<file path="src/rtl/sonar_scheduler_if.sv">
// Bundle between the sonar scheduler and its surroundings: the sonar_driver
// handshake (measure/ready/distance) plus the result bank read by the application.
interface sonar_scheduler_if #(
    parameter int NUM_SONARS = 4
);
    logic                    enable;
    logic [NUM_SONARS-1:0]   sonar_measure;
    logic [NUM_SONARS-1:0]   sonar_ready;
    logic [8*NUM_SONARS-1:0] sonar_distance;
    logic [8*NUM_SONARS-1:0] dist_out;
    logic [NUM_SONARS-1:0]   dist_valid;
    logic [NUM_SONARS-1:0]   dist_timeout;
    logic [3:0]              cur_chan;
    logic                    busy;
    logic                    sweep_done;

    // Environment side: drivers and application logic
    modport master (
        output enable, sonar_ready, sonar_distance,
        input  sonar_measure, dist_out, dist_valid, dist_timeout, cur_chan, busy, sweep_done
    );

    // Scheduler side
    modport slave (
        input  enable, sonar_ready, sonar_distance,
        output sonar_measure, dist_out, dist_valid, dist_timeout, cur_chan, busy, sweep_done
    );
endinterface

</file>
<file path="src/rtl/sonar_scheduler.sv">
// Round-robin owner of the single sonar measurement slot. Pulses one driver,
// waits for its ready edge or a timeout, holds a quiet gap, then moves on.
module sonar_scheduler #(
    parameter int NUM_SONARS     = 4,
    parameter int FREQ           = 50_000_000,
    parameter int TIMEOUT_CYCLES = FREQ / 25,
    parameter int GAP_CYCLES     = FREQ / 50
) (
    input  logic             clk,
    input  logic             rst,
    sonar_scheduler_if.slave bus
);
    localparam int            CW       = $clog2(NUM_SONARS);
    localparam logic [CW-1:0] LAST_CH  = CW'(NUM_SONARS - 1);
    localparam logic [31:0]   TO_LAST  = 32'(TIMEOUT_CYCLES - 1);
    localparam logic [31:0]   GAP_LAST = 32'(GAP_CYCLES - 1);

    typedef enum logic [1:0] {IDLE, START, WAIT_READY, GAP} state_t;

    state_t                     state_q, state_d;
    logic [CW-1:0]              chan_q;
    logic [31:0]                counter_q;
    logic                       prev_ready_q;
    logic [NUM_SONARS-1:0][7:0] dist_q;
    logic [NUM_SONARS-1:0]      valid_q;
    logic [NUM_SONARS-1:0]      timeout_q;
    logic                       sweep_done_q;

    logic [NUM_SONARS-1:0][7:0] dist_in;
    logic                       sel_ready;
    logic [7:0]                 sel_dist;
    logic                       hit, expire, gap_end, last_ch;

    // Only the channel that owns the slot is looked at; others are ignored.
    assign dist_in   = bus.sonar_distance;
    assign sel_ready = bus.sonar_ready[chan_q];
    assign sel_dist  = dist_in[chan_q];
    assign last_ch   = (chan_q == LAST_CH);

    // A ready level already high at START is stale; only a fresh rising edge
    // counts, and it beats a timeout landing in the same cycle.
    assign hit     = (state_q == WAIT_READY) && sel_ready && !prev_ready_q;
    assign expire  = (state_q == WAIT_READY) && !hit && (counter_q == TO_LAST);
    assign gap_end = (state_q == GAP) && (counter_q == GAP_LAST);

    // State register
    always_ff @(posedge clk) begin
        if (rst) state_q <= IDLE;
        else     state_q <= state_d;
    end

    // Next-state: enable is only looked at from IDLE and at the sweep wrap
    always_comb begin
        state_d = state_q;
        case (state_q)
            IDLE:       if (bus.enable) state_d = START;
            START:      state_d = WAIT_READY;
            WAIT_READY: if (hit || expire) state_d = GAP;
            GAP: begin
                if (gap_end) begin
                    if (!last_ch)        state_d = START;
                    else if (bus.enable) state_d = START;
                    else                 state_d = IDLE;
                end
            end
            default:    state_d = IDLE;
        endcase
    end

    // FSM outputs: one-hot measure strobe during START, busy outside IDLE
    always_comb begin
        bus.sonar_measure = '0;
        if (state_q == START) bus.sonar_measure[chan_q] = 1'b1;
        bus.busy = (state_q != IDLE);
    end

    // Channel pointer, shared cycle counter, ready history and result bank
    always_ff @(posedge clk) begin
        if (rst) begin
            chan_q       <= '0;
            counter_q    <= '0;
            prev_ready_q <= 1'b0;
            dist_q       <= '0;
            valid_q      <= '0;
            timeout_q    <= '0;
            sweep_done_q <= 1'b0;
        end else begin
            sweep_done_q <= 1'b0;
            case (state_q)
                IDLE: begin
                    chan_q    <= '0;
                    counter_q <= '0;
                end
                START: begin
                    counter_q    <= '0;
                    prev_ready_q <= sel_ready;
                end
                WAIT_READY: begin
                    prev_ready_q <= sel_ready;
                    counter_q    <= counter_q + 32'd1;
                    if (hit) begin
                        dist_q[chan_q]    <= sel_dist;
                        valid_q[chan_q]   <= 1'b1;
                        timeout_q[chan_q] <= 1'b0;
                    end else if (expire) begin
                        dist_q[chan_q]    <= 8'hFF;
                        valid_q[chan_q]   <= 1'b0;
                        timeout_q[chan_q] <= 1'b1;
                    end
                    if (hit || expire) begin
                        counter_q    <= '0;
                        sweep_done_q <= last_ch;
                    end
                end
                GAP: begin
                    counter_q <= counter_q + 32'd1;
                    if (gap_end) begin
                        counter_q <= '0;
                        chan_q    <= last_ch ? '0 : chan_q + 1'b1;
                    end
                end
                default: ;
            endcase
        end
    end

    assign bus.dist_out     = dist_q;
    assign bus.dist_valid   = valid_q;
    assign bus.dist_timeout = timeout_q;
    assign bus.cur_chan     = 4'(chan_q);
    assign bus.sweep_done   = sweep_done_q;
endmodule

</file>
<file path="src/flat_wrapper.sv">
// flat-port wrapper written by rule: the top's interface ports become plain ports
module sonar_scheduler_flat 
#(
    parameter int NUM_SONARS     = 4,
    parameter int FREQ           = 50_000_000,
    parameter int TIMEOUT_CYCLES = FREQ / 25,
    parameter int GAP_CYCLES     = FREQ / 50
)
  (clk, rst, bus_enable, bus_sonar_ready, bus_sonar_distance, bus_sonar_measure, bus_dist_out, bus_dist_valid, bus_dist_timeout, bus_cur_chan, bus_busy, bus_sweep_done);
  sonar_scheduler_if #(.NUM_SONARS(NUM_SONARS)) bus_i ();
  input  logic clk;
  input  logic rst;
  input wire logic [$bits(bus_i.enable)-1:0] bus_enable;
  input wire logic [$bits(bus_i.sonar_ready)-1:0] bus_sonar_ready;
  input wire logic [$bits(bus_i.sonar_distance)-1:0] bus_sonar_distance;
  output wire logic [$bits(bus_i.sonar_measure)-1:0] bus_sonar_measure;
  output wire logic [$bits(bus_i.dist_out)-1:0] bus_dist_out;
  output wire logic [$bits(bus_i.dist_valid)-1:0] bus_dist_valid;
  output wire logic [$bits(bus_i.dist_timeout)-1:0] bus_dist_timeout;
  output wire logic [$bits(bus_i.cur_chan)-1:0] bus_cur_chan;
  output wire logic [$bits(bus_i.busy)-1:0] bus_busy;
  output wire logic [$bits(bus_i.sweep_done)-1:0] bus_sweep_done;
  assign bus_i.enable = bus_enable;
  assign bus_i.sonar_ready = bus_sonar_ready;
  assign bus_i.sonar_distance = bus_sonar_distance;
  assign bus_sonar_measure = bus_i.sonar_measure;
  assign bus_dist_out = bus_i.dist_out;
  assign bus_dist_valid = bus_i.dist_valid;
  assign bus_dist_timeout = bus_i.dist_timeout;
  assign bus_cur_chan = bus_i.cur_chan;
  assign bus_busy = bus_i.busy;
  assign bus_sweep_done = bus_i.sweep_done;
  sonar_scheduler #(.NUM_SONARS(NUM_SONARS), .FREQ(FREQ), .TIMEOUT_CYCLES(TIMEOUT_CYCLES), .GAP_CYCLES(GAP_CYCLES)) u_core (.clk(clk), .rst(rst), .bus(bus_i));
endmodule
</file>
<file path="config.mk">
export PLATFORM = sky130hd
export DESIGN_NAME = sonar_scheduler_flat
export DESIGN_NICKNAME = d
export VERILOG_FILES = /design/src/rtl/sonar_scheduler_if.sv /design/src/rtl/sonar_scheduler.sv /design/src/flat_wrapper.sv
export SDC_FILE = /design/constraint.sdc
export NUM_CORES = 1
export LEC_CHECK = 0
export ABC_AREA = 1
export CAP_MARGIN = 20
export CELL_PAD_IN_SITES_DETAIL_PLACEMENT = 1
export CELL_PAD_IN_SITES_GLOBAL_PLACEMENT = 2
export CORE_UTILIZATION = 30
export DETAILED_ROUTE_END_ITERATION = 16
export PLACE_DENSITY = 0.85
export REMOVE_ABC_BUFFERS = 1
export SKIP_LAST_GASP = 1
export SLEW_MARGIN = 40
export SYNTH_ARGS = -nofsm -noshare
export SYNTH_HDL_FRONTEND = slang
export SYNTH_SLANG_ARGS = --single-unit
export TNS_END_PERCENT = 30
</file>
<file path="constraint.sdc">
create_clock -name clk -period 4.94 [get_ports clk]
set_input_delay 0.494 -clock clk [delete_from_list [all_inputs] [get_ports clk]]
set_output_delay 0.494 -clock clk [all_outputs]
set_load 0.005 [all_outputs]
</file>
# ---- After elaboration in Yosys (flattened, before gate mapping)
# Index checks and enable logic that the tools add are counted.
dict set report word_totals {
  inputBits 39
  wordCells 79
  ff_bits 78
  output_inout_bits 50
}
dict set report classes {
  order_cmp 2
  n_eq_ne 9
  n_bitwise 8
  muxes 28
  addsub 2
  reduce_logical 19
}
# operator n
set op_table {}
lappend op_table {{$mux W32} 4}
lappend op_table {{$pmux W32 S3} 1}
lappend op_table {{$add A32 B1 Y32 const B} 1}
lappend op_table {{$bwmux W32} 1}
lappend op_table {{$eq A32 B20 Y1 const B} 1}
lappend op_table {{$eq A32 B21 Y1 const B} 1}
lappend op_table {{$or A32 B32 Y32} 1}
lappend op_table {{$mux W4} 5}
lappend op_table {{$bmux W8 S2} 1}
lappend op_table {{$demux W8 S2} 1}
lappend op_table {{$mux W8} 2}
lappend op_table {{$mux W2} 6}
lappend op_table {{$and A4 B4 Y4} 2}
lappend op_table {{$or A4 B4 Y4} 2}
lappend op_table {{$pmux W2 S4} 1}
lappend op_table {{$eq A2 B2 Y1 const B} 3}
lappend op_table {{$logic_and A1 B1 Y1} 6}
lappend op_table {{$reduce_bool A2 Y1} 3}
lappend op_table {{$ne A2 B2 Y1 const B} 2}
lappend op_table {{$not A4 Y4} 1}
lappend op_table {{$pmux W2 S2} 1}
lappend op_table {{$reduce_and A2 Y1} 2}
lappend op_table {{$reduce_or A2 Y1} 2}
lappend op_table {{$lt A2 B3 Y1 const B} 1}
lappend op_table {{13 further kinds} 17}

# ---- Longest topological paths before layout
# Gate-level depths: netlist of run 1.
dict set report logic_depth {
  ltp_word 10
  mapped_depth 12
  ltp_nobuf 12
}

# ---- Least setup slack after synthesis of run 1
# Ideal clock, no wire load.
dict set report synth_timing {
  kind {reg-to-output}
  startpoint {register u_core.chan_q[0]}
  endpoint {output bus_sonar_measure[0]}
  path_stages_with_launch 8
  n_path_buf 3
  arrival_time_ps 1350
  required_time_ps 4446
  slack_ps 3096
  path_cell_list {dfxtp_1 > inv_1 > buf_2 > buf_1 > ha_1 > buf_6 > nand2_1 > inv_1}
}
dict set report synth_between {
  elab_chain_cells 5
  word_cells_on_any_way 6
  cone_classes {2 x order compare; 3 x mux; 1 x reduce/logical}
}
# item line
set synth_lines {}
lappend synth_lines {{start, declared} sonar_scheduler.sv:21} ;# logic [CW-1:0] chan_q;
lappend synth_lines {{start signal, assigned} sonar_scheduler.sv:119} ;# chan_q <= last_ch ? '0 : chan_q + 1'b1;
lappend synth_lines {{$lt A2 B3 Y1 (not written as such) / $ge A2 B1 Y1 (equally long branches)} sonar_scheduler.sv:73} ;# if (state_q == START) bus.sonar_measure[chan_q] = 1'b1;
lappend synth_lines {{$logic_and A1 B1 Y1 (not written as such)} sonar_scheduler.sv:73}
lappend synth_lines {{$mux W1 (not written as such)} sonar_scheduler.sv:73}
lappend synth_lines {{$demux W1 S2 *} -}
lappend synth_lines {{$mux W4 *} sonar_scheduler.sv:73}
lappend synth_lines {{end, declared} flat_wrapper.sv:16} ;# output wire logic [$bits(bus_i.sonar_measure)-1:0] bus_sonar_measure;
# Every way passes the cells marked *; elsewhere a longest branch is shown, timed or not.

# ---- Worst setup path in the final report of run 1
dict set report layout_timing {
  startpoint {register u_core.chan_q[0]}
  endpoint {output bus_sonar_measure[2]}
}
# The elaborated chain is that of the path after synthesis.

==> results.sh, run 1 <==
export IMPL_outcome="finished, final reports clean"
export IMPL_hold_path_class="register to register"
export IMPL_clockPowerShare_pct=43.4
export IMPL_yosys_area_top_type="dfxtp_1"
export IMPL_diodes=0
export IMPL_clock_sinks=78
export IMPL_synth_seq_cells=78
export IMPL_grt_ovfl_total=0
export IMPL_final_hold_viol_count=0
export IMPL_avgSynthCellArea_sq_um=6.91
export IMPL_clockRootBuffer="clkbuf_16"
export IMPL_p_sw_share_pct=27.1
export IMPL_start_util_pct=31.0
export IMPL_rsz0062_at_grt="false"
export IMPL_final_setup_skew_ns=0.0122
export IMPL_cts_buffers=9
export IMPL_ys_flop_type="dfxtp_1"
export IMPL_critPathRequiredTime_ns=4.45
export IMPL_worstPathMaxFanout=23
export IMPL_yosys_top_cells_area="dfxtp_1 (38%), nand2_1 (12%), a21oi_1 (9.0%)"
export IMPL_min_period_ns=3.34
export IMPL_synth_common_cells="nand2_1 (129), nor2_1 (81), dfxtp_1 (78)"
export IMPL_post_route_drc_count=0
export IMPL_power_frac_comb_pct=17.7
export IMPL_grtUsageTotal_pct=20.6
export IMPL_p_int_mw=1.28
export IMPL_drv_slew=0
export IMPL_p_per_area_nw_per_um2=328
export IMPL_finalSetupViolCount=0
export IMPL_r2r_worst_path_cells=8
export IMPL_startpoint="u_core.chan_q[0]"
export IMPL_endpoint_kind="output pin"
export IMPL_cts_tree="done"
export IMPL_yosysWarnings=0
export IMPL_totalNegativeSetupSlack_ns=0
export IMPL_netlist_area_sq_um=4120
export IMPL_place_ws_ns=1.93
export IMPL_post_cts_buffers=0
export IMPL_io_buffers=86
export IMPL_wirelength_mm=13.7
export IMPL_start_kind="register"
export IMPL_area_growth_pct=30.3
export IMPL_drt_iter0_markers=126
export IMPL_relSlewSlack_pct=49.3
export IMPL_htreeDepth=3
export IMPL_yosys_area_top_type_share_pct=37.9
export IMPL_synth_cells=596
export IMPL_dr_pass1_iters=4
export IMPL_vias=4129
export IMPL_clk_pin_slew_ns=0.06
export IMPL_setup_ws_ns=1.60
export IMPL_die_area_sq_um=14200
export IMPL_fmax_mhz=299
export IMPL_viasPerCell=4.83
export IMPL_grt_pass1_vias=4434
export IMPL_gp_congestion=0.829
export IMPL_whs_ns=0.456
export IMPL_cp_data_arrival_time_ns=2.85
export IMPL_ios=89
export IMPL_cts_resized=0
export IMPL_r2r_slack_ns=2.32
export IMPL_seq_area_frac_synth_pct=37.9
export IMPL_grt_max_degree=40
export IMPL_synth_edf_count=0
export IMPL_synthMostInstantiatedCell="nand2_1"
export IMPL_wl_per_cell_um=16.0
export IMPL_coreArea_sq_um=13300
export IMPL_ys_types=29
export IMPL_worstMarginPinSlew_ns=0.760
export IMPL_reg2reg_from="u_core.chan_q[0]"
export IMPL_drv_cap=0
export IMPL_grt_pass1_wl_mm=22.6
export IMPL_seq_power_share_pct=38.9
export IMPL_clk_latency_ns=0.35
export IMPL_dpl_hpwl_mm=10.4
export IMPL_worstSetupEndpoint="bus_sonar_measure[2]"
export IMPL_ir_drop_v=0.000152
export IMPL_leakagePower_nw=1.96
export IMPL_layout_drive_gt1_share_pct=5.15
export IMPL_antenna_found_initial=0
export IMPL_post_route_util_pct=40.4
export IMPL_fin_crit_sh_pct=67.7
export IMPL_die_w_um=119
export IMPL_cts_max_path_buffers=2
export IMPL_nNetsFinal=722
export IMPL_row_count=42
export IMPL_ys_async_sr_fraction_pct=0
export IMPL_hold_buffers=0
export IMPL_ant_nets=0
export IMPL_die_h_um=119
export IMPL_p_sw_mw=0.476
export IMPL_crit_type="register to output pin"
export IMPL_rr_endpoint="u_core.counter_q[2]"
==> layer usage <==
layer	up-vias	track usage (%)	routed length, um
met5	-	0	0
met4	0	8.94	249
met3	16	3.21	587
met2	94	33.3	6330
met1	1946	27.0	6540
li1	2073	-	-
==> per-stage QoR <==
stage / instances / total power [mW] / area, sq um
2_1_floorplan: 576 / 0.861 / 3940
3_3_place_gp: 839 / 1.01 / 5030
3_5_place_dp: 839 / 1.01 / 5030
4_1_cts: 855 / 1.78 / 5370
5_1_grt: 855 / 1.85 / 5370
6_report: 855 / 1.76 / 5370
==> cell families (layout without fill, tap and decap cells) <==
| logic type | count (synthesis) | count (layout) | synth area share [%] |
|---|---|---|---|
| simple gates | 320 | 320 | 34.2 |
| compound gates | 83 | 83 | 10.1 |
| buf+inv | 82 | 164 | 10.0 |
| flops | 78 | 78 | 37.9 |
| xor+xnor | 23 | 23 | 4.89 |
| fa+ha+maj | 9 | 9 | 2.73 |
| other cells | 1 | 2 | 0.0911 |
==> critical path, cell delays in order (launching register included) <==
cell,delay [ns]
dfxtp_1,0.81
inv_1,0.54
ha_1,0.53
nand2_1,0.14
inv_1,0.04
clkdlybuf4s50_1,0.44
==> power by group through the flow <==
stage | Sequential [mW] | Combinational (mW) | Clock [mW]
after floorplan | 0.690 | 0.171 | 0
after global routing | 0.687 | 0.355 | 0.805
after detailed placement | 0.698 | 0.313 | 0
after global placement | 0.696 | 0.309 | 0
final | 0.684 | 0.311 | 0.763
after CTS | 0.684 | 0.315 | 0.782
==> placed cells by master (no fill, tap or decap) <==
cell type	n
a21oi_1	74
and3_1	1
buf_4	1
bufinv_16	3
clkbuf_1	1
clkbuf_16	9
clkdlybuf4s50_1	86
clkinv_2	1
clkinvlp_4	2
conb_1	2
dfxtp_1	78
ha_1	9
inv_1	60
inv_2	1
nand2_1	129
nand2_2	8
nand2_4	2
nand3_1	35
nand3_2	1
nand4_1	8
nor2_1	81
nor2_2	2
nor2_4	1
nor3_1	47
nor3_2	4
nor3b_1	1
o21ai_0	8
o31ai_1	1
xnor2_1	4
xor2_1	19
==> area by class of cell <==
class	instances	area (sq um)
clock buffer	10	229
clock inverter	6	110
multi-input combinational	437	2150
sequential	78	1560
timing repair buffer	87	868
inverter	61	229
fill	1687	7930
tap	176	220
==> how the worst min path moves through the flow <==
stage / from / cells after the start / slack (ns) / end
6_report: register / 2 / 0.46 / register
5_1_grt: register / 2 / 0.47 / register
4_1_cts: register / 2 / 0.46 / register
3_5_place_dp: register / 2 / 0.45 / register
3_3_place_gp: register / 2 / 0.44 / register
2_1_floorplan: u_core.counter_q[0] / 1 / 0.43 / u_core.counter_q[0]
(Power assumes the default switching activity.)
==> run 2: changes to the inputs <==
--- a/config.mk
+++ b/config.mk
@@ -9,9 +9,9 @@
 export CAP_MARGIN = 20
 export CELL_PAD_IN_SITES_DETAIL_PLACEMENT = 1
 export CELL_PAD_IN_SITES_GLOBAL_PLACEMENT = 2
-export CORE_UTILIZATION = 30
+export CORE_UTILIZATION = 28
 export DETAILED_ROUTE_END_ITERATION = 16
-export PLACE_DENSITY = 0.85
+export PLACE_DENSITY = 0.8
 export REMOVE_ABC_BUFFERS = 1
 export SKIP_LAST_GASP = 1
 export SLEW_MARGIN = 40
==> constraint.sdc (replaced) <==
create_clock -name clk -period 3.3 [get_ports clk]
set_input_delay 0.33 -clock clk [delete_from_list [all_inputs] [get_ports clk]]
set_output_delay 0.33 -clock clk [all_outputs]
set_load 0.005 [all_outputs]
==> run 2 against run 1 <==
Die area rose by 7.0%. Wire length rose by 4.0%. First-iteration DRC count rose by 19%. Cell count rose by 0.82%. Via count barely moved. Critical path depth did not move. Hold slack got worse by 0.00085 ns. Combinational power rose by 54%. Sequential share of layout area fell by 0.18 points. Power rose by 51%. Non-clock buffer count rose by 4. Largest power group unchanged. Highest routed layer unchanged.
==> results.sh, run 2 (synthesis gave the netlist of run 1 again) <==
export IMPL_relSlewSlack_pct=59.2
export IMPL_wirelength_mm=14.3
export IMPL_drt_iter0_markers=150
export IMPL_hold_path_class="register to register"
export IMPL_slowest_delay_ns=0.52
export IMPL_min_period_ns=2.59
export IMPL_dr_pass1_iters=4
export IMPL_critPathRequiredTime_ns=2.97
export IMPL_worstMarginPinSlew_ns=0.608
export IMPL_worstPathMaxFanout=14
export IMPL_total_power_mw=2.65
export IMPL_crit_type="register to output pin"
export IMPL_dpl_hpwl_mm=11.0
export IMPL_grt_ovfl_total=0
export IMPL_post_route_drc_count=0
export IMPL_finalSetupViolCount=0
export IMPL_rsz0062_at_grt="false"
export IMPL_ios=89
export IMPL_gp_congestion=0.849
export IMPL_vias=4127
export IMPL_htreeDepth=3
export IMPL_drv_cap=0
export IMPL_grt_pass1_wl_mm=23.0
export IMPL_post_cts_buffers=0
export IMPL_nNetsFinal=726
export IMPL_coreArea_sq_um=14100
export IMPL_crit_family="buffers and inverters"
export IMPL_cts_buffers=9
export IMPL_area_growth_pct=31.1
export IMPL_antenna_found_initial=0
export IMPL_wl_per_cell_um=16.5
export IMPL_io_buffers=86
export IMPL_cts_resized=0
export IMPL_cp_data_arrival_time_ns=2.26
export IMPL_fmax_mhz=385
export IMPL_layout_drive_gt1_share_pct=5.57
export IMPL_viasPerCell=4.79
export IMPL_grt_max_degree=39
export IMPL_final_setup_skew_ns=0.00636
export IMPL_clock_sinks=78
export IMPL_totalNegativeSetupSlack_ns=0
export IMPL_clockRootBuffer="clkbuf_16"
export IMPL_path_cells="inv_2 -> ha_1 -> nand2_1 -> inv_1 -> clkdlybuf4s50_1"
export IMPL_endpoint_kind="output pin"
export IMPL_leakagePower_nw=1.99
export IMPL_start_kind="register"
export IMPL_ir_drop_v=0.000202
export IMPL_mostFrequentLayoutCells="nand2_1 (129), clkdlybuf4s50_1 (86), nor2_1 (81)"
export IMPL_setup_ws_ns=0.705
export IMPL_grtUsageTotal_pct=20.2
export IMPL_diodes=0
export IMPL_critPathSlowestCell="ha_1"
export IMPL_p_per_area_nw_per_um2=490
export IMPL_critPathBufInv=3
export IMPL_final_common_cell="nand2_1"
export IMPL_start_util_pct=29.2
export IMPL_place_ws_ns=1.04
export IMPL_ant_nets=0
export IMPL_drv_slew=0
export IMPL_fin_crit_sh_pct=78.6
export IMPL_cts_max_path_buffers=2
export IMPL_die_w_um=123
export IMPL_clk_latency_ns=0.34
export IMPL_cts_tree="done"
export IMPL_die_h_um=123
export IMPL_clk_pin_slew_ns=0.06
export IMPL_outcome="finished, final reports clean"
export IMPL_grt_pass1_vias=4321
export IMPL_row_count=43
export IMPL_final_hold_viol_count=0
export IMPL_die_area_sq_um=15200
export IMPL_hold_buffers=0
==> run 2: cell types whose count changed in the layout (fill, tap and decap cells not counted) <==
cell	delta
clkbuf_8	+1
clkinvlp_4	-2
buf_4	+4
==> run 2: power breakdown <==
part           internal [mW]  switching, mW  total, mW
logic                  0.196          0.284      0.479
clock network          0.754          0.394       1.15
registers              0.986         0.0342       1.02
total                   1.94          0.712       2.65
==> run 2: final timing paths <==
path / startpoint / to / slack [ns] / depth (start not counted)
worst max register to register: u_core.chan_q[1] / u_core.state_q[0] / 1.20 / 9
worst min register to register: register / register / 0.45 / 2
worst min-delay path: register / register / 0.45 / 2
worst max-delay path: u_core.chan_q[1] / bus_sonar_measure[1] / 0.71 / 5
==> run 2: metrics by stage <==
stage                     hold WS (ns)  area, sq um  util, %  instances
after CTS                        0.460         5400     38.3        862
after global routing             0.488         5400     38.3        862
after detailed placement         0.449         5060     35.9        847
final                            0.455         5400     38.3        862
after floorplan                  0.399         3940        -        576
after global placement           0.442         5060     35.9        847
==> run 2: routing by layer <==
layer	wire (um)	track usage, %	up-vias
li1	-	-	2087
met1	6750	26.8	1972
met2	6910	33.2	55
met3	352	2.68	13
met4	233	7.53	0
met5	0	0	-
==> run 2: area by class of cell <==
class | instances | area [sq um]
clock buffers | 11 | 243
flip-flops and latches | 78 | 1560
fillers | 1798 | 8700
inverters | 61 | 229
clock inverters | 4 | 95.1
repair buffers | 91 | 898
multi-input cells | 437 | 2150
well taps | 180 | 225
==> run 2: worst reg2reg max path: cells and delay by family (launching register included) <==
kind,cells,cell delay [ns]
buffers and inverters,2,0.26
flip-flops,1,0.66
AND/OR/NAND/NOR,7,1.08
